[config.mk]
export PLATFORM = sky130hd
export DESIGN_NAME = vector_lane_sequencer
export DESIGN_NICKNAME = d
export VERILOG_FILES = /design/src/rtl/vseq_pkg.sv /design/src/rtl/vlane_alu.sv /design/src/rtl/vector_lane_sequencer.sv
export SDC_FILE = /design/constraint.sdc
export NUM_CORES = 2
export LEC_CHECK = 0
export CORE_MARGIN = 2
export CORE_UTILIZATION = 50
export DETAILED_ROUTE_END_ITERATION = 6
export DONT_BUFFER_PORTS = 1
export PLACE_DENSITY_LB_ADDON = 0.05
export SLEW_MARGIN = 20
export SYNTH_ARGS = -nofsm -noshare
export SYNTH_HDL_FRONTEND = slang
export SYNTH_SLANG_ARGS = --single-unit
[constraint.sdc]
create_clock -name clk -period 187.6 [get_ports clk]
set_input_delay 37.52 -clock clk [delete_from_list [all_inputs] [get_ports clk]]
set_output_delay 37.52 -clock clk [all_outputs]
set_load 0.02 [all_outputs]
[src/rtl/vseq_pkg.sv]
// Shared definitions for the vector lane sequencer:
// op encodings, FSM states and default geometry.
package vseq_pkg;

    localparam int LANES_DEF = 4;
    localparam int XLEN_DEF  = 32;

    localparam logic [2:0] VOP_ADD = 3'b000;
    localparam logic [2:0] VOP_MUL = 3'b001;
    localparam logic [2:0] VOP_SUB = 3'b010;
    localparam logic [2:0] VOP_DIV = 3'b011;

    typedef enum logic [1:0] {
        IDLE,
        RUN,
        WB
    } vseq_state_e;

endpackage

[src/rtl/vlane_alu.sv]
// Single-lane unsigned ALU: add/sub/mul/div, modulo 2^XLEN.
// Division by zero yields 0 and raises dz_o.
module vlane_alu
    import vseq_pkg::*;
#(
    parameter int XLEN = XLEN_DEF
) (
    input  logic [2:0]      op_i,
    input  logic [XLEN-1:0] a_i,
    input  logic [XLEN-1:0] b_i,
    output logic [XLEN-1:0] res_o,
    output logic            dz_o
);

    logic b_zero;
    assign b_zero = (b_i == '0);

    always_comb begin
        res_o = '0;
        dz_o  = 1'b0;
        unique case (op_i)
            VOP_ADD: res_o = a_i + b_i;
            VOP_SUB: res_o = a_i - b_i;
            VOP_MUL: res_o = a_i * b_i;
            VOP_DIV: begin
                dz_o  = b_zero;
                res_o = b_zero ? '0 : a_i / b_i;
            end
            default: res_o = '0;
        endcase
    end

endmodule

[src/rtl/vector_lane_sequencer.sv]
// Time-multiplexes one lane ALU across all vector lanes, one lane per cycle.
// Optional per-lane divide-by-zero flags under VSEQ_DIVZERO_FLAG_EN.
module vector_lane_sequencer
    import vseq_pkg::*;
#(
    parameter int LANES = LANES_DEF,
    parameter int XLEN  = XLEN_DEF
) (
    input  logic                  clk,
    input  logic                  rst,
    input  logic                  start,
    input  logic [2:0]            op,
    input  logic [LANES*XLEN-1:0] vs1,
    input  logic [LANES*XLEN-1:0] vs2,
    input  logic [4:0]            vd_idx,
    output logic                  busy,
    output logic                  stall,
    output logic                  wb_en,
    output logic [4:0]            wb_idx,
    output logic [LANES*XLEN-1:0] wb_data,
`ifdef VSEQ_DIVZERO_FLAG_EN
    output logic [LANES-1:0]      divz,
`endif
    output logic                  done
);

    localparam int VW = LANES * XLEN;
    localparam int CW = (LANES > 1) ? $clog2(LANES) : 1;

    vseq_state_e     state_q, state_d;
    logic [CW-1:0]   cnt_q, cnt_d;
    logic [VW-1:0]   vs1_q, vs1_d;
    logic [VW-1:0]   vs2_q, vs2_d;
    logic [2:0]      op_q, op_d;
    logic [4:0]      vd_q, vd_d;
    logic [VW-1:0]   res_q, res_d;
    logic [LANES-1:0] divz_q, divz_d;

    logic [XLEN-1:0] lane_a, lane_b, lane_res;
    logic            lane_dz;

    always_comb begin
        lane_a = '0;
        lane_b = '0;
        for (int i = 0; i < LANES; i++) begin
            if (cnt_q == CW'(i)) begin
                lane_a = vs1_q[i*XLEN +: XLEN];
                lane_b = vs2_q[i*XLEN +: XLEN];
            end
        end
    end

    vlane_alu #(.XLEN(XLEN)) u_alu (
        .op_i  (op_q),
        .a_i   (lane_a),
        .b_i   (lane_b),
        .res_o (lane_res),
        .dz_o  (lane_dz)
    );

    always_comb begin
        state_d = state_q;
        cnt_d   = cnt_q;
        vs1_d   = vs1_q;
        vs2_d   = vs2_q;
        op_d    = op_q;
        vd_d    = vd_q;
        res_d   = res_q;
        divz_d  = divz_q;
        unique case (state_q)
            IDLE: begin
                if (start) begin
                    state_d = RUN;
                    cnt_d   = '0;
                    vs1_d   = vs1;
                    vs2_d   = vs2;
                    op_d    = op;
                    vd_d    = vd_idx;
                    res_d   = '0;
                    divz_d  = '0;
                end
            end
            RUN: begin
                for (int i = 0; i < LANES; i++) begin
                    if (cnt_q == CW'(i)) begin
                        res_d[i*XLEN +: XLEN] = lane_res;
                        divz_d[i]             = lane_dz;
                    end
                end
                cnt_d = cnt_q + 1'b1;
                if (cnt_q == CW'(LANES - 1)) begin
                    state_d = WB;
                    cnt_d   = '0;
                end
            end
            WB:      state_d = IDLE;
            default: state_d = IDLE;
        endcase
    end

    always_ff @(posedge clk) begin
        if (rst) begin
            state_q <= IDLE;
            cnt_q   <= '0;
            vs1_q   <= '0;
            vs2_q   <= '0;
            op_q    <= '0;
            vd_q    <= '0;
            res_q   <= '0;
            divz_q  <= '0;
        end else begin
            state_q <= state_d;
            cnt_q   <= cnt_d;
            vs1_q   <= vs1_d;
            vs2_q   <= vs2_d;
            op_q    <= op_d;
            vd_q    <= vd_d;
            res_q   <= res_d;
            divz_q  <= divz_d;
        end
    end

    assign busy    = (state_q == RUN) || (state_q == WB);
    assign stall   = (start && (state_q == IDLE)) || busy;
    assign wb_en   = (state_q == WB);
    assign done    = (state_q == WB);
    assign wb_idx  = vd_q;
    assign wb_data = res_q;

`ifdef VSEQ_DIVZERO_FLAG_EN
    assign divz = divz_q;
`else
    // Flag state is kept but never observed in this build.
    logic [LANES:0] unused_dz;
    assign unused_dz = {lane_dz, divz_q};
`endif

endmodule

=== Word level (Yosys, flattened, before mapping) ===
Index checks and enable logic that the tools add are counted.

* Multiply operators: 1
* Reduce and logical (&&, ||, !) cells: 15
* $add $sub $neg: 3
* Divide/modulo/power cells: 1
* Mux-type cells: 22
* Equal/unequal tests: 13

{| class="wikitable"
|+ Operators by type and width
! kind !! number
|-
| $mux W32 || 13
|-
| $pmux W128 S2 || 1
|-
| $mux W128 || 1
|-
| $pmux W32 S4 || 1
|-
| $add A32 B32 Y32 || 1
|-
| $div A32 B32 Y32 || 1
|-
| $logic_not A32 Y1 || 1
|-
| $mul A32 B32 Y32 || 1
|-
| $sub A32 B32 Y32 || 1
|-
| $reduce_and A3 Y1 || 4
|-
| $ne A2 B2 Y1 const B || 5
|-
| $mux W2 || 4
|-
| $pmux W2 S2 || 2
|-
| $eq A2 B2 Y1 const B || 3
|-
| $eq A3 B2 Y1 const B || 2
|-
| $reduce_and A2 Y1 || 3
|-
| $eq A2 B1 Y1 const B || 2
|-
| $logic_not A2 Y1 || 2
|-
| $eq A3 B1 Y1 const B || 1
|-
| $logic_not A3 Y1 || 1
|-
| $add A2 B1 Y2 const B || 1
|-
| $logic_or A1 B1 Y1 || 2
|-
| $reduce_bool A2 Y1 || 1
|-
| $logic_and A1 B1 Y1 || 1
|}

* Input port bits: 267
* Bits in registers: 396

=== Logic depth before layout (Yosys ltp) ===
* Depth after elaboration: 10
* Mapped depth: 384
* Mapped depth without buffers: 338

=== Hierarchy ===
From an unflattened synthesis, not the netlist that was laid out.

* Cell total of the unflattened synthesis: 8440
* Area total of the unflattened synthesis: 62711.4 um^2

{| class="wikitable"
|+ By module, submodules not included
! module !! times used !! area each (um^2) !! cells an instance
|-
| vlane_alu || 1 || 46235.6 || 6404
|-
| vector_lane_sequencer || 1 || 16475.8 || 2036
|}

=== Worst setup path after synthesis ===
No wires, ideal clock.

* Kind: register to register
* Start: register cnt_q[0]
* End: register res_q[0] (netlist: wb_data[0])
* Path buffers: 63
* Library setup time: 116 ps
* Slack: 110474 ps
* Period minus slack after synthesis: 77126 ps
* Required time: 187484 ps
* Stages on the path, launching flop included: 350
* Arrival time: 77010 ps
* Cell sequence: dfxtp_1 -> ha_1 -> buf_6 -> buf_6 -> buf_6 -> buf_6 -> buf_2 -> buf_2 -> buf_2 -> buf_1 -> clkbuf_1 -> clkbuf_1 -> nand2b_1 -> o211ai_1 -> clkbuf_1 -> ha_1 -> a22oi_1 -> ha_1 -> (+314 left out) -> clkbuf_1 -> clkbuf_1 -> nand2_1 -> o21ai_0 -> ha_1 -> a21o_1 -> a21o_1 -> a21o_1 -> a21o_1 -> a21o_1 -> a21o_1 -> a21o_1 -> a21o_1 -> a21oi_1 -> o21ai_0 -> o2111ai_1 -> nand2_1 -> a31o_2

* Longest elaborated chain between the ends: 10

{| class="wikitable"
|+ Ends and longest elaborated chain
! element !! line !! text
|-
| start: declaration || vector_lane_sequencer.sv:31 || <nowiki>logic [CW-1:0] cnt_q, cnt_d;</nowiki>
|-
| start signal: assignment || vector_lane_sequencer.sv:113 || <nowiki>cnt_q <= cnt_d;</nowiki>
|-
| $logic_not A2 Y1 || vector_lane_sequencer.sv:46, vector_lane_sequencer.sv:85 ||
|-
| $mux W32 (4 in a row) || vector_lane_sequencer.sv:46 || <nowiki>if (cnt_q == CW'(i)) begin</nowiki>
|-
| $div A32 B32 Y32 or $logic_not A32 Y1 (tied branches) || vlane_alu.sv:27, vlane_alu.sv:16 ||
|-
| $mux W32 || vlane_alu.sv:27 || <nowiki>res_o = b_zero ? '0 : a_i / b_i;</nowiki>
|-
| $pmux W32 S4 || vlane_alu.sv:21 || <nowiki>unique case (op_i)</nowiki>
|-
| $mux W32 || vector_lane_sequencer.sv:85 || <nowiki>if (cnt_q == CW'(i)) begin</nowiki>
|-
| $pmux W128 S2 || vector_lane_sequencer.sv:70 || <nowiki>unique case (state_q)</nowiki>
|-
| end signal: assignment || vector_lane_sequencer.sv:118 || <nowiki>res_q <= res_d;</nowiki>
|-
| end: declaration || vector_lane_sequencer.sv:36 || <nowiki>logic [VW-1:0] res_q, res_d;</nowiki>
|}

Parallel ways exist; a longest one is shown, timed or not. The select of a mux whose other input is x is not followed.
A chain may end at the register's enable or synchronous reset.

=== Final worst setup path ===
Same ends and word-level chain as after synthesis.

==> results.toml <==
[placement]
placed_area_um2 = 64400
place_ws_ns = 98.92
place_congestion = 1.05
hpwl_um = 206000
port_buffers = 0

[logic_synthesis]
synth_seq_cells = 396
yosys.area.top_type = "ha_1"
synth_area_leaders = "ha_1 14%, fa_1 13%, dfxtp_1 13%, nand2_1 9.6%, a21oi_1 6.8%"
async_flop_share_pct = 0
syn_area_per_cell_um2 = 7.30
synth_cell_types = 106
ys_seq_area_share_pct = 12.7
netlist_area_um2 = 62200
yosysWarnings = 0
synth_edf_count = 0
syn_nets = 9890
synth_top_area_share_pct = 14.0
synthFlopType = "dfxtp_1"
netlist_instances = 8520

[clocking]
worstSkewPairLatency_ns = 0.58
numClockSinks = 396
clk_pin_slew_worst_paths_ns = 0.07
numCtsBuffers = 37
clock_path_buffers = 3
cts_resized = 0
cts_hold_buf = 0
post_cts_buffers = 0
htree_levels = 2
cts_root_buf = "clkbuf_16"
tritoncts = "built"

[timing]
clock_skew_ns = 0.0326
finalCriticalPeriod_ns = 91.88
tightest_slew_ns = 1.28
slew-limit-headroom_pct = 14.4
final.setup.tns_ns = 0
finalSetupViolations = 0
rsz0062_at_grt = "no"
fmax_mhz = 10.9
hold_viol = 0
timing.final.max_slew_violations = 0
period_share_pct = 49.0
layout_setup_ws_ns = 95.72

[critical_path]
max_stage_delay_ns = 1.03
worstReg2RegEnd = "wb_data[0]$_SDFFE_PP0P_"
crit_type = "reg -> reg"
reg2reg_depth = 315
required_ns = 188.06
cp_common_cell = "a21oi_1"
arrival_ns = 92.35
cpMaxStageDelayCell = "a221oi_1"
startpoint = "cnt_q[0]$_SDFFE_PP0P_"
cp-end-kind = "flip-flop"
cp-start-kind = "flip-flop"
timing.rr.start = "cnt_q[0]$_SDFFE_PP0P_"
crit_fanout = 76
rrSetupSlack_ns = 95.72

[die]
dieArea_um2 = 127000
io_pins = 404
die_y_um = 357
die_x_um = 357
num_rows = 129
start_util_pct = 50.3
core_um2 = 124000

[route]
drc = 0
drtIter0Drc = 6721
drt-pass1-iter-count = 7
routed_wirelength_um = 268000
dr_total_vias = 63200
ant_nets = 0
viasPerCell = 6.31
wire_per_inst_um = 26.7

[flow_run]
drv_cap = 0

[run_status]
status = "completed"

[grt]
antenna_found_initial = 12
grt_pass1_vias = 60400
gr-total-overflow = 0
grt_pass1_wl_um = 391000
grt_max_degree = 399
grt_util_all_layers_pct = 41.0

[final_layout]
final_area_um2 = 65700
regArea_um2 = 7930
nets = 9727
fillCellCount = 12400
area_growth_syn_to_layout_pct = 5.49
layout-drive-gt1-share_pct = 5.74
multi_input_area_um2 = 50300

[hold_path]
hold_path_class = "reg -> reg"
hold_end = "vs2_q[113]$_SDFFE_PP0P_"
hp-start = "vs2_q[113]$_SDFFE_PP0P_"
hold_depth = 2
state kept, by name, summed over array words and instances, names as in the netlist:
register,cells
wb_data,128
vs2_q,128
vs1_q,128
op_q,3
cnt_q,2
state_q,2
wb_idx,5
logic make-up (layout without fill, tap and decap cells):
family,Yosys count,in the layout,synth area share (%)
fa+ha+maj,1104,1104,27.1
other cells,0,4,0
buf+inv,1105,970,6.87
simple gates,3147,3147,22.5
compound gates,2203,2203,22.5
mux,95,95,1.66
xor+xnor,470,470,6.61
flops,396,396,12.7
final cells by class:
class	instances	share of cell area, %
multi-input cells	7019	76.7
flip-flops and latches	396	12.1
inverters	716	4.09
well taps	1637	3.12
repair buffers	187	2.14
clock buffers	58	1.72
clock inverters	9	0.173
diodes	4	0.0152
critical path: cells and delay by family, from the launching register on:
| kind | cells | cell delay [ns] |
|---|---|---|
| flip-flops | 1 | 0.51 |
| buffers and inverters | 21 | 5.42 |
| multiplexers | 4 | 1.13 |
| adder cells (fa/ha/maj) | 32 | 10.35 |
| AND/OR/NAND/NOR | 84 | 23.94 |
| AO/OA/AOI/OAI | 174 | 49.95 |
synth_stat cells, types with 28 or more instances:
library cell  number
a211oi_1          62
a21boi_0          28
a21o_1           204
a21oi_1          840
a31oi_1           83
and2_1            62
and3_1            46
buf_1             56
buf_2             39
clkbuf_1         279
dfxtp_1          396
fa_1             409
ha_1             694
inv_1            698
mux2_2            65
mux2i_1           30
nand2_1         1591
nand2b_1          62
nand3_1          130
nand3b_1          80
nand4_1           57
nor2_1           656
nor2b_1           84
nor3_1           166
nor3b_1           28
o211ai_1          46
o21a_1           135
o21ai_0          332
o21bai_1          42
o31ai_1           53
or2_2             39
or3_1             56
xnor2_1          318
xor2_1           152
routing by layer:
metal	track usage [%]	up-vias	share of wire (%)
met5	0	-	0.014
met4	23.7	6	6.9
met3	8.68	727	9.6
met2	65.3	3056	44
met1	51.2	30400	39
li1	-	29000	-
how the worst max path moves through the flow:
stage	to	cells past startpoint
final	wb_data[0]$_SDFFE_PP0P_	315
after global routing	wb_data[0]$_SDFFE_PP0P_	318
after CTS	wb_data[0]$_SDFFE_PP0P_	312
after detailed placement	wb_data[0]$_SDFFE_PP0P_	312
after global placement	wb_data[0]$_SDFFE_PP0P_	312
after floorplan	wb_data[0]$_SDFFE_PP0P_	349
per-stage QoR:
step	util [%]	hold slack, ns	cells
final	53.1	0.453	10000
after global routing	53.1	0.472	10000
after CTS	53.1	0.453	10000
after detailed placement	52.1	0.443	9954
after global placement	52.0	0.442	9950
after floorplan	-	0.431	8520
placed cells by master (no fill, tap or decap), drive strengths merged, types with 204 or more instances in the layout:
cell type / count
inv: 705
ha: 694
nor2: 657
a21o: 204
a21oi: 842
nand2: 1592
o21ai: 354
fa: 409
dfxtp: 396
xnor2: 318
Power is left out: the tool's default activity adds up to more than one toggle a clock period on the data nets, which glitch-free logic cannot reach.
